**config.mk**
```make
export PLATFORM = sky130hd
export DESIGN_NAME = exc_seq
export DESIGN_NICKNAME = d
export VERILOG_FILES = /design/src/rtl/exc_seq.sv
export SDC_FILE = /design/constraint.sdc
export NUM_CORES = 1
export LEC_CHECK = 0
export CORE_UTILIZATION = 38
export DETAILED_ROUTE_END_ITERATION = 10
export PLACE_DENSITY = 0.87
export SKIP_LAST_GASP = 1
export SYNTH_ARGS = -nofsm -noshare
export SYNTH_HDL_FRONTEND = slang
export SYNTH_SLANG_ARGS = --single-unit
export TNS_END_PERCENT = 100
```
**constraint.sdc**
```tcl
create_clock -name clk -period 1.6 [get_ports clk]
set_input_delay 0.24 -clock clk [delete_from_list [all_inputs] [get_ports clk]]
set_output_delay 0.24 -clock clk [all_outputs]
set_load 0.005 [all_outputs]
```
**src/rtl/exc_seq.sv**
```systemverilog
// exc_seq: exception/interrupt entry and return sequencer for the multi-cycle
// MIPS core. Arbitrates synchronous exceptions, ERET and NUM_IRQ external
// interrupt lines, then walks the CP0 write sequence (EPC, Cause, Status) and
// the handler jump while holding the core FSM.
//
// Ports:
//   clk, reset            clock, synchronous active-high reset
//   irq, irq_mask         external lines (index 0 = highest priority), enables
//   at_fetch              core is at the IF boundary (only IRQ entry point)
//   sys_req/ri_req/ov_req synchronous exception pulses from the main controller
//   eret_req              ERET decoded pulse
//   core_hold             freeze core FSM and PC
//   cp0_write, cp0_dst    CP0 write strobe / target (0 EPC, 1 Cause, 2 Status)
//   epc_src               0 = current PC, 1 = PC-4
//   cause_code, irq_id    ExcCode and serviced line, latched at arbitration
//   pc_write, pc_sel      PC load strobe / source (0 vector, 1 EPC)
//   irq_ack               one-hot acknowledge, asserted in W_EPC
//   in_handler            handler active flag
//   state_out             FSM state for debug
//
// Build option: define IRQ_EDGE_EN for edge-triggered pending latches;
// otherwise the pending register follows the irq lines (level mode).
//
// state     | meaning
// IDLE      | arbitrate requests; core runs unless a request is accepted
// W_EPC     | write EPC, acknowledge serviced IRQ line
// W_CAUSE   | write Cause (cause_code, irq_id valid)
// W_STATUS  | write Status (CP0 pushes the IE stack)
// J_HANDLER | load handler vector into PC, enter handler
// RET       | ERET: load EPC into PC, restore Status, leave handler

module exc_seq #(
    parameter int NUM_IRQ  = 4,
    parameter int IRQ_ID_W = 4
) (
    input  logic                clk,
    input  logic                reset,
    input  logic [NUM_IRQ-1:0]  irq,
    input  logic [NUM_IRQ-1:0]  irq_mask,
    input  logic                at_fetch,
    input  logic                sys_req,
    input  logic                ri_req,
    input  logic                ov_req,
    input  logic                eret_req,
    output logic                core_hold,
    output logic                cp0_write,
    output logic [1:0]          cp0_dst,
    output logic                epc_src,
    output logic [4:0]          cause_code,
    output logic [IRQ_ID_W-1:0] irq_id,
    output logic                pc_write,
    output logic                pc_sel,
    output logic [NUM_IRQ-1:0]  irq_ack,
    output logic                in_handler,
    output logic [2:0]          state_out
);

    typedef enum logic [2:0] {
        IDLE      = 3'd0,
        W_EPC     = 3'd1,
        W_CAUSE   = 3'd2,
        W_STATUS  = 3'd3,
        J_HANDLER = 3'd4,
        RET       = 3'd5
    } state_t;

    state_t                state, next_state;
    logic [NUM_IRQ-1:0]    pend;
    logic [4:0]            cause_q;
    logic [IRQ_ID_W-1:0]   id_q;
    logic                  sync_q;

    logic                  irq_hit;
    logic [IRQ_ID_W-1:0]   irq_sel;
    logic                  take;
    logic                  take_sync;
    logic [4:0]            code_nxt;
    logic [IRQ_ID_W-1:0]   id_nxt;

`ifdef IRQ_EDGE_EN
    logic [NUM_IRQ-1:0] irq_q;

    // A set in the same cycle as the ack must survive, so set is ORed last.
    always_ff @(posedge clk) begin
        if (reset) begin
            irq_q <= '0;
            pend  <= '0;
        end else begin
            irq_q <= irq;
            pend  <= (pend & ~irq_ack) | (irq & ~irq_q);
        end
    end
`else
    always_ff @(posedge clk) begin
        if (reset) pend <= '0;
        else       pend <= irq;
    end
`endif

    // Lowest enabled pending index wins: scan downward so the last hit sticks.
    always_comb begin
        irq_hit = 1'b0;
        irq_sel = '0;
        for (int i = NUM_IRQ - 1; i >= 0; i--) begin
            if (pend[i] && irq_mask[i]) begin
                irq_hit = 1'b1;
                irq_sel = IRQ_ID_W'(i);
            end
        end
    end

    always_ff @(posedge clk) begin
        if (reset) begin
            state      <= IDLE;
            in_handler <= 1'b0;
            cause_q    <= 5'd0;
            id_q       <= '0;
            sync_q     <= 1'b0;
        end else begin
            state <= next_state;
            if (take) begin
                cause_q <= code_nxt;
                id_q    <= id_nxt;
                sync_q  <= take_sync;
            end
            if (state == J_HANDLER)
                in_handler <= 1'b1;
            else if (state == RET)
                in_handler <= 1'b0;
        end
    end

    always_comb begin
        next_state = state;
        core_hold  = (state != IDLE);
        take       = 1'b0;
        take_sync  = 1'b0;
        code_nxt   = 5'd0;
        id_nxt     = '0;
        cp0_write  = 1'b0;
        cp0_dst    = 2'd0;
        epc_src    = 1'b0;
        pc_write   = 1'b0;
        pc_sel     = 1'b0;
        irq_ack    = '0;

        case (state)
            IDLE: begin
                if (ri_req || sys_req || ov_req) begin
                    take      = 1'b1;
                    take_sync = 1'b1;
                    code_nxt  = ri_req ? 5'd10 : (sys_req ? 5'd8 : 5'd12);
                end else if (eret_req && in_handler) begin
                    next_state = RET;
                    core_hold  = 1'b1;
                end else if (irq_hit && at_fetch && !in_handler) begin
                    take   = 1'b1;
                    id_nxt = irq_sel;
                end
                if (take) begin
                    next_state = W_EPC;
                    core_hold  = 1'b1;
                end
            end
            W_EPC: begin
                cp0_write  = 1'b1;
                cp0_dst    = 2'd0;
                epc_src    = sync_q;
                for (int i = 0; i < NUM_IRQ; i++)
                    irq_ack[i] = !sync_q && (id_q == IRQ_ID_W'(i));
                next_state = W_CAUSE;
            end
            W_CAUSE: begin
                cp0_write  = 1'b1;
                cp0_dst    = 2'd1;
                next_state = W_STATUS;
            end
            W_STATUS: begin
                cp0_write  = 1'b1;
                cp0_dst    = 2'd2;
                next_state = J_HANDLER;
            end
            J_HANDLER: begin
                pc_write   = 1'b1;
                pc_sel     = 1'b0;
                next_state = IDLE;
            end
            RET: begin
                pc_write   = 1'b1;
                pc_sel     = 1'b1;
                cp0_write  = 1'b1;
                cp0_dst    = 2'd2;
                next_state = IDLE;
            end
            default: next_state = IDLE;
        endcase
    end

    assign cause_code = cause_q;
    assign irq_id     = id_q;
    assign state_out  = state;

endmodule
```
==> results of run 1 <==
==> worst min-delay path by stage <==
stage / endpoint / slack (ns) / from
6_report: irq_id[1]$_SDFFE_PP0P_ / 0.37 / irq_mask[1]
5_1_grt: irq_id[1]$_SDFFE_PP0P_ / 0.37 / irq_mask[1]
4_1_cts: cause_code[2]$_SDFFE_PP0P_ / 0.42 / sys_req
3_5_place_dp: cause_code[2]$_SDFFE_PP0P_ / 0.47 / cause_code[2]$_SDFFE_PP0P_
3_3_place_gp: cause_code[2]$_SDFFE_PP0P_ / 0.46 / cause_code[2]$_SDFFE_PP0P_
2_1_floorplan: pend[0]$_SDFF_PP0_ / 0.37 / irq[0]
==> critical path: stages (launching register included) <==
cell and delay, ns:
dfxtp_2 0.33, or3b_4 0.43, buf_6 0.14, nor4b_2 0.18, buf_2 0.14
==> registers in the layout (all words and copies together) (netlist names) <==
name        flops
state_out       3
sync_q          1
in_handler      1
pend            4
irq_id          2
cause_code      2
==> through the flow <==
stage / area [sq um] / hold slack (ns) / TNS, ns
3_5_place_dp: 1170 / 0.475 / -1.91
6_report: 1290 / 0.370 / -0.403
4_1_cts: 1250 / 0.418 / -0.387
2_1_floorplan: 736 / 0.368 / 0
3_3_place_gp: 1170 / 0.462 / -1.30
5_1_grt: 1290 / 0.372 / -0.738
==> area by class of cell <==
class / count / share of cell area (%)
repair buffers: 57 / 37.7
multi-input cells: 67 / 36.5
inverters: 3 / 0.873
flip-flops and latches: 13 / 20.5
well taps: 25 / 2.42
clock buffers: 4 / 2.04
==> kinds of logic after synthesis <==
kind of cell / after synthesis / share of synthesized area (%)
XOR/XNOR: 1 / 1.21
buffers and inverters: 11 / 8.98
AND/OR/NAND/NOR: 40 / 33.0
flip-flops: 13 / 35.9
other: 1 / 0.518
AO/OA/AOI/OAI: 22 / 20.4
==> per-layer routing <==
| metal | GRT usage (%) | vias to the layer above |
|---|---|---|
| li1 | - | 409 |
| met2 | 38.3 | 22 |
| met5 | 0 | - |
| met1 | 26.7 | 389 |
| met4 | 10.9 | 0 |
| met3 | 1.19 | 4 |
==> power by group through the flow <==
stage                     Clock (uW)  Combinational (uW)  Sequential, uW
final                            206                 330             368
after global routing             224                 358             371
after CTS                        209                 317             366
after detailed placement           0                 283             369
after global placement             0                 276             366
after floorplan                    0                 134             369
==> synthesized netlist by cell type (all sizes together), types with 3 or more instances <==
master	number	area share [%]
a21oi	7	4.8
o21ai	10	7.4
nor2	9	4.7
dfxtp	13	36
inv	3	1.6
nor2b	7	6.0
buf	6	6.2
nand2	7	3.6
nor3	3	4.3
==> timing repair <==
item,4_1_cts,5_1_grt
cloned,0,0
endpoints found under the hold margin,0,0
endpoints found under the setup margin,11,10
pin swaps,6,5
setup buffers,7,2
gates resized for setup,50,10
==> impl_metrics.py, run 1 <==
metrics = {
    "status": {
        "status": "finished with violations",
        "violations": "negative setup slack",
    },
    "clock_network": {
        "cts.sinks": 13,
        "cts_tree": "yes",
        "root_buffer": "clkbuf_4",
        "htreeDepth": 1,
        "ctsHoldBuffers": 0,
        "clock_latency_ns": 0.28,
        "cts_buffers": 3,
        "cts_max_path_buffers": 2,
        "clk_pin_slew_ns": 0.08,
    },
    "worst_setup_path": {
        "crit_start": "state_out[1]$_SDFFE_PP0P_",
        "regToRegSetupSlack_ns": 0.16,
        "crit-reg2reg-capture": "sync_q$_SDFFE_PP0P_",
        "worstReg2RegStart": "state_out[1]$_SDFFE_PP0P_",
        "arrival_ns": 1.50,
        "r2r_cells": 7,
        "worst_setup_path_end_kind": "output pin",
        "path_max_fanout": 3,
        "crit_type": "reg2out",
        "crit_end": "irq_ack[2]",
        "worstPathRequired_ns": 1.36,
        "worstSetupStartpointType": "flip-flop",
    },
    "synthesis": {
        "syn_area_sq_um": 724,
        "async_flop_share_pct": 0,
        "yosysWarnings": 0,
        "yosys.cell_types.count": 32,
        "syn_inst": 88,
        "syn_area_per_cell_sq_um": 8.23,
        "ys_ff_latch": 13,
        "yosysSeqAreaShare_pct": 35.9,
        "synth_edf_count": 0,
        "synth_ff_type": "dfxtp_1",
    },
    "floorplan": {
        "die-area_sq_um": 2080,
        "io_pins": 39,
        "fp.dieW_um": 45.7,
        "core-area_sq_um": 1760,
        "die_height_um": 45.7,
        "num_rows": 15,
        "initial_utilization_pct": 41.1,
    },
    "layout": {
        "syn_to_final_growth_pct": 78.1,
        "antenna_cells": 0,
        "seq_area_sq_um": 264,
        "layout_common_cells": "buf_4 (19), clkdlybuf4s50_1 (18), dfxtp_1 (10)",
        "fillers": 133,
        "nNetsFinal": 160,
        "final_common_cell": "buf_4",
        "multi_input_area_sq_um": 470,
        "layout-drive-gt1-share_pct": 37.5,
        "layout.cells.non_filler": 169,
        "post-route-util_pct": 73.1,
    },
    "route": {
        "wl_met1_um": 893,
        "drc": 0,
        "wire_per_inst_um": 12.1,
        "num_vias": 824,
        "drtPass1Iterations": 5,
        "drt-total-wl_mm": 2.05,
        "met2_length_mm": 1.06,
        "top_layer_used": "met4",
        "wl_met3_um": 55,
        "viasPerCell": 4.88,
        "drt_first_iter_violations": 26,
        "ant_nets": 0,
    },
    "global_routing": {
        "first_global_vias": 788,
        "antenna_found_initial": 0,
        "grt_max_degree": 10,
        "grt_usage_pct": 21.8,
        "overflow": 0,
        "grt_pass1_wl_mm": 3.30,
    },
    "pwr": {
        "swShare_pct": 29.9,
        "clkPwrFrac_pct": 22.8,
        "leakage_uw": 0.000572,
        "power_frac_comb_pct": 36.5,
        "vdd_drop_max_mv": 0.492,
        "totalPowerFinal_uw": 904,
        "powerDensity_nw_per_um2": 701,
        "cell_internal_pwr_uw": 634,
        "seq_power_share_pct": 40.7,
        "p_switching_uw": 270,
    },
    "timing": {
        "finalWorstSetupSlack_ns": -0.143,
        "max_freq_mhz": 574,
        "min_period_ns": 1.74,
        "skew_ns": 0.00897,
        "post-route-period-util_pct": 109,
        "finalSetupViolCount": 4,
        "rsz0062_at_grt": "true",
        "hold_viol_final": 0,
        "maxSlewViolCount": 0,
    },
    "job": {
        "cap_violations": 0,
    },
    "placement": {
        "place_ws_ns": -0.432,
        "dp_hpwl_mm": 1.49,
        "port_buffers": 34,
        "dp.cells": 157,
        "gp_congestion": 0.802,
    },
    "hold_path": {
        "whs_path_depth": 4,
        "holdCritPathClass": "in2reg",
    },
}
Power figures use the tool's default switching activity.
==> inputs of run 2 (changes only) <==
- CAP_MARGIN: not set -> 20
- clock period: 1.6 -> 1.99 ns (I/O delays scaled with it)
==> run 2 against run 1 <==
Net effect: clock skew is 0.0038 ns lower; largest power group unchanged; highest routed layer unchanged; the run now ends clean; sequential cell count stayed put; power is 23% lower; global-route usage is 2.5 points lower; clock-buffer cell count stayed put; critical endpoint is now cp0_write.
==> impl_metrics.py, run 2 (synthesized netlist as in run 1, its figures left out) <==
metrics = {
    "status": {
        "status": "complete, no violations",
    },
    "timing": {
        "finalSetupViolCount": 0,
        "maxSlewViolCount": 0,
        "finalWorstSetupSlack_ns": 0.0518,
        "finalSetupTns_ns": 0,
        "max_freq_mhz": 516,
        "hold_viol_final": 0,
        "skew_ns": 0.00519,
        "min_period_ns": 1.94,
        "post-route-period-util_pct": 97.4,
        "rsz0062_at_grt": "false",
    },
    "layout": {
        "layout.cells.non_filler": 157,
        "final_common_cell": "clkdlybuf4s50_1",
        "layout_common_cells": "clkdlybuf4s50_1 (28), dfxtp_1 (12), buf_4 (10)",
        "top_register": "pend",
        "layout-drive-gt1-share_pct": 21.2,
        "seq_area_sq_um": 262,
        "syn_to_final_growth_pct": 64.4,
        "fillers": 150,
        "largest_reg_flops": 4,
        "post-route-util_pct": 67.5,
        "antenna_cells": 0,
        "nNetsFinal": 148,
        "multi_input_area_sq_um": 440,
        "final_area_sq_um": 1190,
    },
    "pwr": {
        "cell_internal_pwr_uw": 490,
        "vdd_drop_max_mv": 0.284,
        "leakage_uw": 0.000471,
        "clkPwrFrac_pct": 24.2,
        "power_frac_comb_pct": 33.4,
        "p_switching_uw": 204,
        "swShare_pct": 29.5,
        "seq_power_share_pct": 42.4,
        "powerDensity_nw_per_um2": 583,
    },
    "clock_network": {
        "cts_tree": "yes",
        "root_buffer": "clkbuf_4",
        "clock_latency_ns": 0.28,
        "cts.sinks": 13,
        "cts_buffers": 3,
        "clk_pin_slew_ns": 0.08,
        "ctsHoldBuffers": 0,
        "htreeDepth": 1,
        "cts_max_path_buffers": 2,
    },
    "floorplan": {
        "fp.dieW_um": 45.7,
        "die-area_sq_um": 2080,
        "initial_utilization_pct": 41.1,
        "io_pins": 39,
        "num_rows": 15,
        "die_height_um": 45.7,
        "core-area_sq_um": 1760,
    },
    "route": {
        "viasPerCell": 4.87,
        "drt-total-wl_mm": 1.79,
        "drtPass1Iterations": 4,
        "ant_nets": 0,
        "drt_first_iter_violations": 7,
        "wire_per_inst_um": 11.4,
        "drc": 0,
        "num_vias": 765,
    },
    "worst_setup_path": {
        "critPathMaxStageDelay_ns": 0.53,
        "r2r_cells": 6,
        "crit_buf_inv": 2,
        "path_cells": "buf_4 > or2b_1 > o21ai_0 > clkdlybuf4s50_1",
        "worstPathRequired_ns": 1.69,
        "cp.depth": 4,
        "worst_setup_path_end_kind": "output pin",
        "path_max_fanout": 7,
        "worstSetupStartpointType": "flip-flop",
        "arrival_ns": 1.64,
        "slowest_stage": "clkdlybuf4s50_1",
        "crit_family": "buffers and inverters",
        "crit_type": "reg2out",
    },
    "placement": {
        "gp_congestion": 0.820,
        "placedInstanceArea_sq_um": 1130,
        "port_buffers": 34,
        "dp.cells": 152,
        "dp_hpwl_mm": 1.40,
        "place_ws_ns": -0.134,
    },
    "global_routing": {
        "grt_max_degree": 10,
        "overflow": 0,
        "grt_pass1_wl_mm": 2.83,
        "antenna_found_initial": 0,
        "first_global_vias": 695,
        "grt_usage_pct": 19.4,
    },
    "job": {
        "cap_violations": 0,
    },
    "hold_path": {
        "holdCritPathClass": "reg2reg",
        "whs_path_depth": 2,
    },
}
==> run 2: metrics by stage <==
stage | hold WS, ns | total power [uW]
CTS | 0.484 | 691
floorplan | 0.427 | 405
global route | 0.510 | 727
global placement | 0.463 | 510
detailed placement | 0.474 | 518
finish | 0.481 | 694
==> run 2: power groups by stage <==
stage	Clock (uW)	Combinational [uW]	Sequential, uW
2_1_floorplan	0	108	297
3_5_place_dp	0	222	297
4_1_cts	167	230	294
3_3_place_gp	0	215	296
6_report	168	232	294
5_1_grt	180	251	297
==> run 2: tightest hold or removal path: stages (launching register included) <==
cell     delay (ns)
dfxtp_1        0.31
o21ai_0        0.07
a21oi_1        0.06
==> run 2: what timing repair did <==
action | CTS | global route
resized for setup | 10 | 8
buffers inserted | 1 | 0
setup endpoints to repair | 6 | 3
pin swaps | 1 | 0
==> run 2: worst paths after layout <==
path / start / endpoint / slack [ns]
setup reg to reg: state_out[0]$_SDFFE_PP0P_ / irq_id[1]$_SDFFE_PP0P_ / 0.67
hold reg to reg: cause_code[1]$_SDFFE_PP0P_ / cause_code[1]$_SDFFE_PP0P_ / 0.48
hold / removal: cause_code[1]$_SDFFE_PP0P_ / cause_code[1]$_SDFFE_PP0P_ / 0.48
setup / recovery: state_out[2]$_SDFFE_PP0P_ / cp0_write / 0.05
==> run 2: layout make-up <==
type                            instances  area share (%)
Sequential cell                        13            22.0
Timing Repair Buffer                   45            35.3
Clock buffer                            4            2.21
Tap cell                               25            2.63
Inverter                                3           0.945
Multi-Input combinational cell         67            37.0
==> run 2: metal layers <==
metal	share of wire [%]	vias up	GRT usage (%)
li1	-	384	-
met1	43	350	21.4
met2	50	26	32.9
met3	5.0	5	5.95
met4	1.7	0	10.3
met5	0	-	0
